===== src/rtl/fll_pkg.sv =====
// FLL loop controller shared types: loop state encoding
// and the saturating adder used by the frequency integrator.
package fll_pkg;

  typedef enum logic [1:0] {
    IDLE    = 2'd0,
    ACQUIRE = 2'd1,
    TRACK   = 2'd2,
    HOLD    = 2'd3
  } state_e;

  // Wide enough for any word/error width in use here,
  // so the add itself never wraps before the clamp.
  localparam int SatBits = 48;

  typedef logic signed [SatBits-1:0] sat_t;

  function automatic sat_t sat_add(
    input sat_t a,
    input sat_t b,
    input sat_t lim
  );
    sat_t s;
    s = a + b;
    if (s > lim)
      sat_add = lim;
    else if (s < -lim)
      sat_add = -lim;
    else
      sat_add = s;
  endfunction

endpackage


===== src/rtl/fll_loop_controller_if.sv =====
// Error-in / frequency-out valid-ready bundle of the FLL controller.
// master: controller side; slave: error source and NCO side.
interface fll_loop_controller_if #(
  parameter int ErrorLengthBits = 12,
  parameter int FreqWordBits    = 24
);

  logic signed [ErrorLengthBits-1:0] err;
  logic                              err_valid;
  logic                              err_ready;
  logic signed [FreqWordBits-1:0]    freq_word;
  logic                              freq_valid;
  logic                              freq_ready;

  modport master (
    input  err,
    input  err_valid,
    input  freq_ready,
    output err_ready,
    output freq_word,
    output freq_valid
  );

  modport slave (
    output err,
    output err_valid,
    output freq_ready,
    input  err_ready,
    input  freq_word,
    input  freq_valid
  );

endinterface


===== src/rtl/fll_lock_detector.sv =====
// Lock metric: |err| threshold, in/out-of-lock run counters, lock/unlock hits.
// Ports: clk, rst, err, accept, mode, clear -> lock_hit, unlock_hit.
module fll_lock_detector
  import fll_pkg::*;
#(
  parameter int ErrorLengthBits = 12,
  parameter int LockThreshold   = 64,
  parameter int LockCount       = 32,
  parameter int UnlockCount     = 8
) (
  input  logic                              clk,
  input  logic                              rst,
  input  logic signed [ErrorLengthBits-1:0] err,
  input  logic                              accept,
  input  state_e                            mode,
  input  logic                              clear,
  output logic                              lock_hit,
  output logic                              unlock_hit
);

  localparam int IW = $clog2(LockCount + 1);
  localparam int OW = $clog2(UnlockCount + 1);
  localparam int MW = ErrorLengthBits + 1;

  logic [MW-1:0] ext;
  logic [MW-1:0] mag;
  logic          in_lock;
  logic [IW-1:0] in_cnt;
  logic [OW-1:0] out_cnt;

  // One extra bit so the most negative error has a magnitude.
  always_comb begin
    ext = {err[ErrorLengthBits-1], err};
    mag = ext[MW-1] ? (~ext) + MW'(1) : ext;
  end

  assign in_lock = mag <= MW'(LockThreshold);

  assign lock_hit = accept && (mode == ACQUIRE) && in_lock
                 && (in_cnt == IW'(LockCount - 1));

  assign unlock_hit = accept && (mode == TRACK) && !in_lock
                   && (out_cnt == OW'(UnlockCount - 1));

  always_ff @(posedge clk) begin
    if (rst || clear) begin
      in_cnt  <= '0;
      out_cnt <= '0;
    end else if (accept) begin
      unique case (mode)
        ACQUIRE: begin
          if (lock_hit) begin
            in_cnt  <= '0;
            out_cnt <= '0;
          end else if (in_lock) begin
            in_cnt <= in_cnt + IW'(1);
          end else begin
            in_cnt <= '0;
          end
        end
        TRACK: begin
          if (unlock_hit) begin
            in_cnt  <= '0;
            out_cnt <= '0;
          end else if (!in_lock) begin
            out_cnt <= out_cnt + OW'(1);
          end else begin
            out_cnt <= '0;
          end
        end
        default: begin
        end
      endcase
    end
  end

endmodule


===== src/rtl/fll_loop_controller.sv =====
// FLL loop sequencer: FSM, gain mux, saturating integrator, NCO output register.
// Ports: clk, rst, enable, freeze, bus (err in / freq_word out), locked, state.
module fll_loop_controller
  import fll_pkg::*;
#(
  parameter int ErrorLengthBits = 12,
  parameter int FreqWordBits    = 24,
  parameter int AcquireShift    = 2,
  parameter int TrackShift      = 6,
  parameter int LockThreshold   = 64,
  parameter int LockCount       = 32,
  parameter int UnlockCount     = 8,
  parameter int FreqLimit       = 4194303
) (
  input  logic                  clk,
  input  logic                  rst,
  input  logic                  enable,
  input  logic                  freeze,
  fll_loop_controller_if.master bus,
  output logic                  locked,
  output logic [1:0]            state
);

  state_e                         state_q;
  state_e                         state_d;
  logic signed [FreqWordBits-1:0] word_q;
  logic signed [FreqWordBits-1:0] word_d;
  logic                           valid_q;
  logic                           rdy;
  logic                           accept;
  logic                           upd;
  logic                           kill;
  logic                           clear;
  logic                           lock_hit;
  logic                           unlock_hit;
  sat_t                           err_w;
  sat_t                           step_w;
  sat_t                           sum_w;

  // One-deep output register: a new sample is taken only
  // when the previous word is gone or leaves this cycle.
  assign rdy    = !valid_q || bus.freq_ready;
  assign accept = bus.err_valid && rdy;

  assign kill  = !enable && (state_q != IDLE);
  assign clear = !enable || (state_q == IDLE);
  assign upd   = accept && enable
              && ((state_q == ACQUIRE) || (state_q == TRACK));

  fll_lock_detector #(
    .ErrorLengthBits (ErrorLengthBits),
    .LockThreshold   (LockThreshold),
    .LockCount       (LockCount),
    .UnlockCount     (UnlockCount)
  ) u_lock (
    .clk        (clk),
    .rst        (rst),
    .err        (bus.err),
    .accept     (accept),
    .mode       (state_q),
    .clear      (clear),
    .lock_hit   (lock_hit),
    .unlock_hit (unlock_hit)
  );

  // Arithmetic shift floors toward -inf, so -1 stays -1.
  always_comb begin
    err_w  = SatBits'(bus.err);
    step_w = (state_q == TRACK) ? (err_w >>> TrackShift)
                                : (err_w >>> AcquireShift);
    sum_w  = sat_add(SatBits'(word_q), step_w, SatBits'(FreqLimit));
    word_d = FreqWordBits'(sum_w);
  end

  always_ff @(posedge clk) begin
    if (rst)
      state_q <= IDLE;
    else
      state_q <= state_d;
  end

  always_comb begin
    state_d = state_q;
    unique case (state_q)
      IDLE: begin
        if (enable)
          state_d = ACQUIRE;
      end
      ACQUIRE: begin
        if (!enable)
          state_d = IDLE;
        else if (lock_hit)
          state_d = TRACK;
      end
      TRACK: begin
        if (!enable)
          state_d = IDLE;
        else if (unlock_hit)
          state_d = ACQUIRE;
        else if (freeze)
          state_d = HOLD;
      end
      HOLD: begin
        if (!enable)
          state_d = IDLE;
        else if (!freeze)
          state_d = TRACK;
      end
      default: state_d = IDLE;
    endcase
  end

  // Leaving the loop pushes a zero word so the NCO recentres.
  always_ff @(posedge clk) begin
    if (rst) begin
      word_q  <= '0;
      valid_q <= 1'b0;
    end else if (kill) begin
      word_q  <= '0;
      valid_q <= 1'b1;
    end else if (upd) begin
      word_q  <= word_d;
      valid_q <= 1'b1;
    end else if (bus.freq_ready) begin
      valid_q <= 1'b0;
    end
  end

  assign bus.err_ready  = rdy;
  assign bus.freq_word  = word_q;
  assign bus.freq_valid = valid_q;
  assign locked = (state_q == TRACK) || (state_q == HOLD);
  assign state  = state_q;

endmodule


===== src/flat_wrapper.sv =====
// flat-port wrapper written by rule: the top's interface ports become plain ports
module fll_loop_controller_flat import fll_pkg::*;
#(
  parameter int ErrorLengthBits = 12,
  parameter int FreqWordBits    = 24,
  parameter int AcquireShift    = 2,
  parameter int TrackShift      = 6,
  parameter int LockThreshold   = 64,
  parameter int LockCount       = 32,
  parameter int UnlockCount     = 8,
  parameter int FreqLimit       = 4194303
)
  (clk, rst, enable, freeze, locked, state, bus_err, bus_err_valid, bus_freq_ready, bus_err_ready, bus_freq_word, bus_freq_valid);
  fll_loop_controller_if #(.ErrorLengthBits(ErrorLengthBits), .FreqWordBits(FreqWordBits)) bus_i ();
  input  logic clk;
  input  logic rst;
  input  logic enable;
  input  logic freeze;
  output logic locked;
  output logic [1:0] state;
  input wire logic [$bits(bus_i.err)-1:0] bus_err;
  input wire logic [$bits(bus_i.err_valid)-1:0] bus_err_valid;
  input wire logic [$bits(bus_i.freq_ready)-1:0] bus_freq_ready;
  output wire logic [$bits(bus_i.err_ready)-1:0] bus_err_ready;
  output wire logic [$bits(bus_i.freq_word)-1:0] bus_freq_word;
  output wire logic [$bits(bus_i.freq_valid)-1:0] bus_freq_valid;
  assign bus_i.err = bus_err;
  assign bus_i.err_valid = bus_err_valid;
  assign bus_i.freq_ready = bus_freq_ready;
  assign bus_err_ready = bus_i.err_ready;
  assign bus_freq_word = bus_i.freq_word;
  assign bus_freq_valid = bus_i.freq_valid;
  fll_loop_controller #(.ErrorLengthBits(ErrorLengthBits), .FreqWordBits(FreqWordBits), .AcquireShift(AcquireShift), .TrackShift(TrackShift), .LockThreshold(LockThreshold), .LockCount(LockCount), .UnlockCount(UnlockCount), .FreqLimit(FreqLimit)) u_core (.clk(clk), .rst(rst), .enable(enable), .freeze(freeze), .bus(bus_i), .locked(locked), .state(state));
endmodule

===== config.mk =====
export PLATFORM = sky130hd
export DESIGN_NAME = fll_loop_controller_flat
export DESIGN_NICKNAME = d
export VERILOG_FILES = /design/src/rtl/fll_pkg.sv /design/src/rtl/fll_loop_controller_if.sv /design/src/rtl/fll_lock_detector.sv /design/src/rtl/fll_loop_controller.sv /design/src/flat_wrapper.sv
export SDC_FILE = /design/constraint.sdc
export NUM_CORES = 1
export LEC_CHECK = 0
export ABC_AREA = 1
export CORE_UTILIZATION = 40
export DETAILED_ROUTE_END_ITERATION = 8
export GPL_ROUTABILITY_DRIVEN = 0
export PLACE_DENSITY = 0.7
export SLEW_MARGIN = 20
export SYNTH_ARGS = -nofsm -noshare
export SYNTH_HDL_FRONTEND = slang
export SYNTH_SLANG_ARGS = --single-unit

===== constraint.sdc =====
create_clock -name clk -period 3.1 [get_ports clk]
set_input_delay 0.62 -clock clk [delete_from_list [all_inputs] [get_ports clk]]
set_output_delay 0.62 -clock clk [all_outputs]
set_load 0.005 [all_outputs]

# Yosys cells after proc, flatten, opt, wreduce, memory -nomap -nowiden
# Index checks and enable logic that the tools add are counted.
# W data, S select, Z words.
[word_totals]
register_bits = 37
output_inout_bits = 29
[classes]
n_addsub = 4
order_cmp = 3
n_eq_ne = 11
muxes = 24
bitwise = 1
n_reduce_logical = 26
[ops]
columns = ["op", "count"]
rows = [
  ["$mux W24", 2],
  ["$add A24 B10 Y25", 1],
  ["$gt A25 B23 Y1 const B", 1],
  ["$lt A25 B23 Y1 const B", 1],
  ["$mux W6", 3],
  ["$mux W2", 8],
  ["$add A13 B1 Y13 const B", 1],
  ["$le A13 B7 Y1 const B", 1],
  ["$mux W13", 1],
  ["$not A13 Y13", 1],
  ["$mux W4", 3],
  ["$pmux W6 S2", 1],
  ["$logic_and A1 B1 Y1", 10],
  ["$mux W9", 1],
  ["$pmux W2 S4", 1],
  ["$pmux W4 S2", 1],
  ["$add A6 B1 Y6 const B", 1],
  ["$eq A6 B5 Y1 const B", 1],
  ["$reduce_and A3 Y1", 2],
  ["$logic_or A1 B1 Y1", 5],
  ["$add A4 B1 Y4 const B", 1],
  ["$eq A2 B2 Y1 const B", 2],
  ["$eq A4 B3 Y1 const B", 1],
  ["$ne A2 B2 Y1 const B", 2],
  ["12 further kinds", 17],
]

# Logic depth before layout (Yosys ltp)
[logic_depth]
ltp_word = 10
mapped_depth = 25
depth_no_buf = 23

# Modules after synthesis
# From an unflattened synthesis, not the netlist that was laid out.
[unflattened]
hier_cells = 750
hier_area_um2 = 4355.4
[by_module_without_submodules]
columns = ["mod", "n_inst", "cells_each", "area_each_um2", "seq_area_each_um2"]
rows = [
  ["fll_loop_controller", 1, 547, 3201.8, 540.5],
  ["fll_lock_detector", 1, 203, 1153.6, 200.2],
]

# Worst setup path after synthesis
# No wires, ideal clock.
[synth_path]
path_type = "register to register"
start = "reg u_core.state_q[0], in the netlist u_core.state[0]"
end = "reg u_core.word_q[21], in the netlist u_core.bus.freq_word[21]"
setup_time_ps = 119
t_arrival_ps = 2928
slack_ps = 52
path_stages_with_launch = 23
path_buffers = 3
path_cell_list = "dfxtp_1 -> inv_1 -> ha_1 -> buf_2 -> clkbuf_1 -> o21ai_0 -> ha_1 -> fa_1 -> nand3_1 -> nand2_2 -> nand2_1 -> nand2_1 -> nand2_1 -> nand3_1 -> nor2_1 -> nand3_1 -> nor2_1 -> nand3_1 -> nand2_1 -> nand2_2 -> buf_6 -> nand2_1 -> a21oi_1"
[synth_between]
elab_chain_cells = 6
word_cells_on_any_way = 13
[synth_rtl]
columns = ["element", "line", "text"]
rows = [
  ["start, declared", "fll_loop_controller.sv:24", "state_e state_q;"],
  ["start signal, assigned", "fll_loop_controller.sv:79", "state_q <= state_d;"],
  ["$eq A2 B2 Y1", "fll_loop_controller.sv:48, fll_loop_controller.sv:69", ""],
  ["$mux W9", "fll_loop_controller.sv:69", "step_w = (state_q == TRACK) ? (err_w >>> TrackShift)"],
  ["$add A24 B10 Y25", "fll_pkg.sv:24", "s = a + b;"],
  ["$lt A25 B23 Y1", "fll_pkg.sv:27", "else if (s < -lim)"],
  ["$mux W24", "fll_pkg.sv:27", ""],
  ["$mux W24", "fll_pkg.sv:25", "if (s > lim)"],
  ["end signal, assigned", "fll_loop_controller.sv:122", "word_q <= word_d;"],
  ["end, declared", "fll_loop_controller.sv:26", "logic signed [FreqWordBits-1:0] word_q;"],
]
# Several ways; a longest one is shown, not always the timed one.
# A chain may end at the register's enable or synchronous reset.

# Worst setup path after layout
[layout_path]
start = "reg u_core.state_q[0], in the netlist u_core.state[0]"
end = "reg u_core.word_q[11], in the netlist u_core.bus.freq_word[11]"
# The elaborated chain is that of the path after synthesis.

==> impl_metrics.env <==
export IMPL_dieArea_um2=10100
export IMPL_fin_tns_setup_ns=0
export IMPL_drt_iter0_markers=289
export IMPL_yosys_warnings=0
export IMPL_grt_usage_pct=26.0
export IMPL_ios=47
export IMPL_die_w_um=101
export IMPL_max_clock_path_buffers=2
export IMPL_grt_overflow_total=0
export IMPL_fp_dieH_um=101
export IMPL_firstDrtPassIters=5
export IMPL_vdd_drop_max_v=0.000247
export IMPL_clock_fmax_mhz=331
export IMPL_hold_path_class="reg -> reg"
export IMPL_status="finished clean"
export IMPL_fin_crit_sh_pct=97.6
export IMPL_p_leak_nw=2.95
export IMPL_crit_slowest_cell="dfxtp_2"
export IMPL_cts_sinks=37
export IMPL_place_hpwl_mm=9.97
export IMPL_ys_flop_type="dfxtp_1"
export IMPL_fill_cells=817
export IMPL_via_per_inst=5.21
export IMPL_antenna_found_initial=0
export IMPL_fp_row_count=35
export IMPL_holdPathStages=2
export IMPL_ys_ff_latch=37
export IMPL_r2r_worst_path_cells=22
export IMPL_path_cells="inv_2 -> ha_4 -> clkinvlp_4 -> nor2_4 -> a21oi_2 -> ha_4 -> nand2_4 -> buf_4 -> buf_4 -> nor3_4 -> nand2_1 -> nand2_1 -> nand2_1 -> nand2_1 -> nand3_1 -> nor2_1 -> nand3_1 -> nand2_2 -> nand2_4 -> buf_12 -> nand2_1 -> a21oi_2"
export IMPL_num_vias=4906
export IMPL_netlist_instances=664
export IMPL_wl_per_cell_um=14.3
export IMPL_cts_tree="built"
export IMPL_numCtsBuffers=5
export IMPL_portBuffers=46
export IMPL_antenna_left=0
export IMPL_synth_top_area_share_pct=20.0
export IMPL_synth_cell_types=38
export IMPL_grt_pass1_wl_mm=21.1
export IMPL_tightest_slew_ns=0.342
export IMPL_synth_most_common_cell="nand2_1"
export IMPL_wl_mm=13.5
export IMPL_hold_viol_final=0
export IMPL_required_ns=3.29
export IMPL_finalCriticalPeriod_ns=3.02
export IMPL_n_antenna_cell=0
export IMPL_synthArstFlopShare_pct=0
export IMPL_cap_viol_max_count=0
export IMPL_fin_cells=942
export IMPL_fin_hold_ws_ns=0.485
export IMPL_grt_pass1_vias=4573
export IMPL_fin_nets=863
export IMPL_clock_latency_ns=0.30
export IMPL_synth_net_count=715
export IMPL_grt_max_degree=23
export IMPL_crit_family="simple AND/OR/NAND/NOR gates"
export IMPL_drv_slew=0
export IMPL_powerDensity_nw_per_um2=387
export IMPL_root_buffer="clkbuf_8"
export IMPL_dpl_cell_count=926
export IMPL_cts_clk_slew_worst_paths_ns=0.09
export IMPL_r2r_start="u_core.state[0]"
export IMPL_hold_start="u_core.u_lock.out_cnt[3]"
export IMPL_multiInputGateArea_um2=3100
export IMPL_synth_area_um2=3880
export IMPL_whs_endpoint="u_core.u_lock.out_cnt[3]"
export IMPL_htreeDepth=2
export IMPL_seqCellArea_um2=742
export IMPL_reg2reg_slack_ns=0.08
export IMPL_syn_area_per_cell_um2=5.85
export IMPL_drc=0
export IMPL_relSlewSlack_pct=76.9
export IMPL_crit_top_cell="nand2_1"
export IMPL_rr_endpoint="u_core.bus.freq_word[11]"
export IMPL_initial_core_util_pct=41.6
export IMPL_total_power_mw=2.26
export IMPL_startpoint_type="flop"
export IMPL_crit_type="reg -> reg"
export IMPL_path_buf_inv=5
export IMPL_crit_arrival_ns=3.21
export IMPL_cp_max_fo=12
export IMPL_netlist_top_cells_area="nand2_1, dfxtp_1, ha_1"
export IMPL_critPathCaptureType="flop"
export IMPL_synth_seq_area_share_pct=19.1
export IMPL_finalSetupViolCount=0
export IMPL_core_um2=9330
export IMPL_synth_edf_count=0
export IMPL_skew_ns=0.0110
export IMPL_cpPeakStageDelay_ns=0.33
export IMPL_synth_common_cells="nand2_1, inv_1, a21oi_1"
export IMPL_drive_above_1_share_pct=29.3
export IMPL_syn2layout_area_growth_pct=50.2
export IMPL_yosysTopAreaCell="nand2_1"
-- placed cells by master (no fill, tap or decap), types with 7 or more instances in the layout --
master           count
nand2_2             38
nand3_1             31
nand3_2              9
nor3_1              12
buf_4               98
nand2_1            177
nor2_2              14
nor2_1              39
dfxtp_1             36
clkdlybuf4s50_1     38
ha_4                 7
o21ai_0             33
ha_1                22
a21oi_1             43
a21oi_2             14
xor2_1               7
nand4_1             13
inv_1               94
nand3b_1             7
inv_2                7
-- worst max path at each step --
stage | cells past startpoint | slack (ns) | end | startpoint
after floorplan | 22 | 0.05 | u_core.bus.freq_word[21] | u_core.state[0]
after global placement | 17 | -0.55 | u_core.bus.freq_word[9] | bus_err[11]
after detailed placement | 21 | -0.59 | u_core.bus.freq_word[9] | bus_err[2]
after CTS | 21 | 0.0001 | u_core.bus.freq_word[9] | bus_err[2]
after global routing | 24 | -0.13 | u_core.bus.freq_word[9] | u_core.state[0]
final | 22 | 0.08 | u_core.bus.freq_word[11] | u_core.state[0]
-- cell families (layout without fill, tap and decap cells) --
kind of cell,count (synthesis),count (layout),synth area share [%]
XOR/XNOR,10,10,2.26
AND/OR/NAND/NOR,361,361,40.6
buffers and inverters,114,263,11.9
AO/OA/AOI/OAI,109,109,15.3
flip-flops,37,37,19.1
adder cells (fa/ha/maj),33,33,10.8
-- worst min-delay path: cells and delay by family (launching register included) --
family	cells	cell delay [ns]
DFF	1	0.32
and+or+nand+nor	1	0.06
AOI/OAI and AO/OA	1	0.06
-- power breakdown --
group / leakage [nW] / internal (mW) / switching (mW)
clock: 0.0512 / 0.181 / 0.199
sequential: 0.300 / 0.510 / 0.0347
combinational: 2.60 / 0.622 / 0.711
-- registers in the layout (all words and copies together) (netlist names) --
register / flops
u_core.u_lock.out_cnt: 4
u_core.bus.freq_word: 24
u_core.state: 2
u_core.bus.freq_valid: 1
u_core.u_lock.in_cnt: 6
-- metal layers --
metal  wire length, um  vias up  global-route usage [%]
li1                  -     2439                       -
met5                 0        -                       0
met1              5820     2242                    33.8
met2              6300      185                    43.8
met4               490        0                    9.81
met3               874       40                    3.19
-- area by class of cell --
| class | instances | area share [%] |
|---|---|---|
| tap | 129 | 2.77 |
| clock buffer | 6 | 1.42 |
| clock inverter | 2 | 0.236 |
| inverter | 103 | 6.73 |
| multi-input combinational | 513 | 53.2 |
| timing repair buffer | 152 | 22.9 |
| sequential | 37 | 12.7 |
-- what timing repair did --
action / in CTS / in global routing
gates cloned: 0 / 0
hold buffers: 0 / 0
resized for setup: 26 / 102
setup buffers: 2 / 6
setup endpoints to repair: 24 / 24
pin swaps: 8 / 35
-- metrics by stage --
step | utilization [%] | worst slack (ns) | area, um2
2_1_floorplan | - | 0.0521 | 3880
3_3_place_gp | 55.9 | -0.547 | 5220
3_5_place_dp | 55.9 | -0.586 | 5220
4_1_cts | 57.9 | 0.000145 | 5400
5_1_grt | 62.5 | -0.132 | 5830
6_report | 62.5 | 0.0758 | 5830
(Power assumes the default switching activity.)
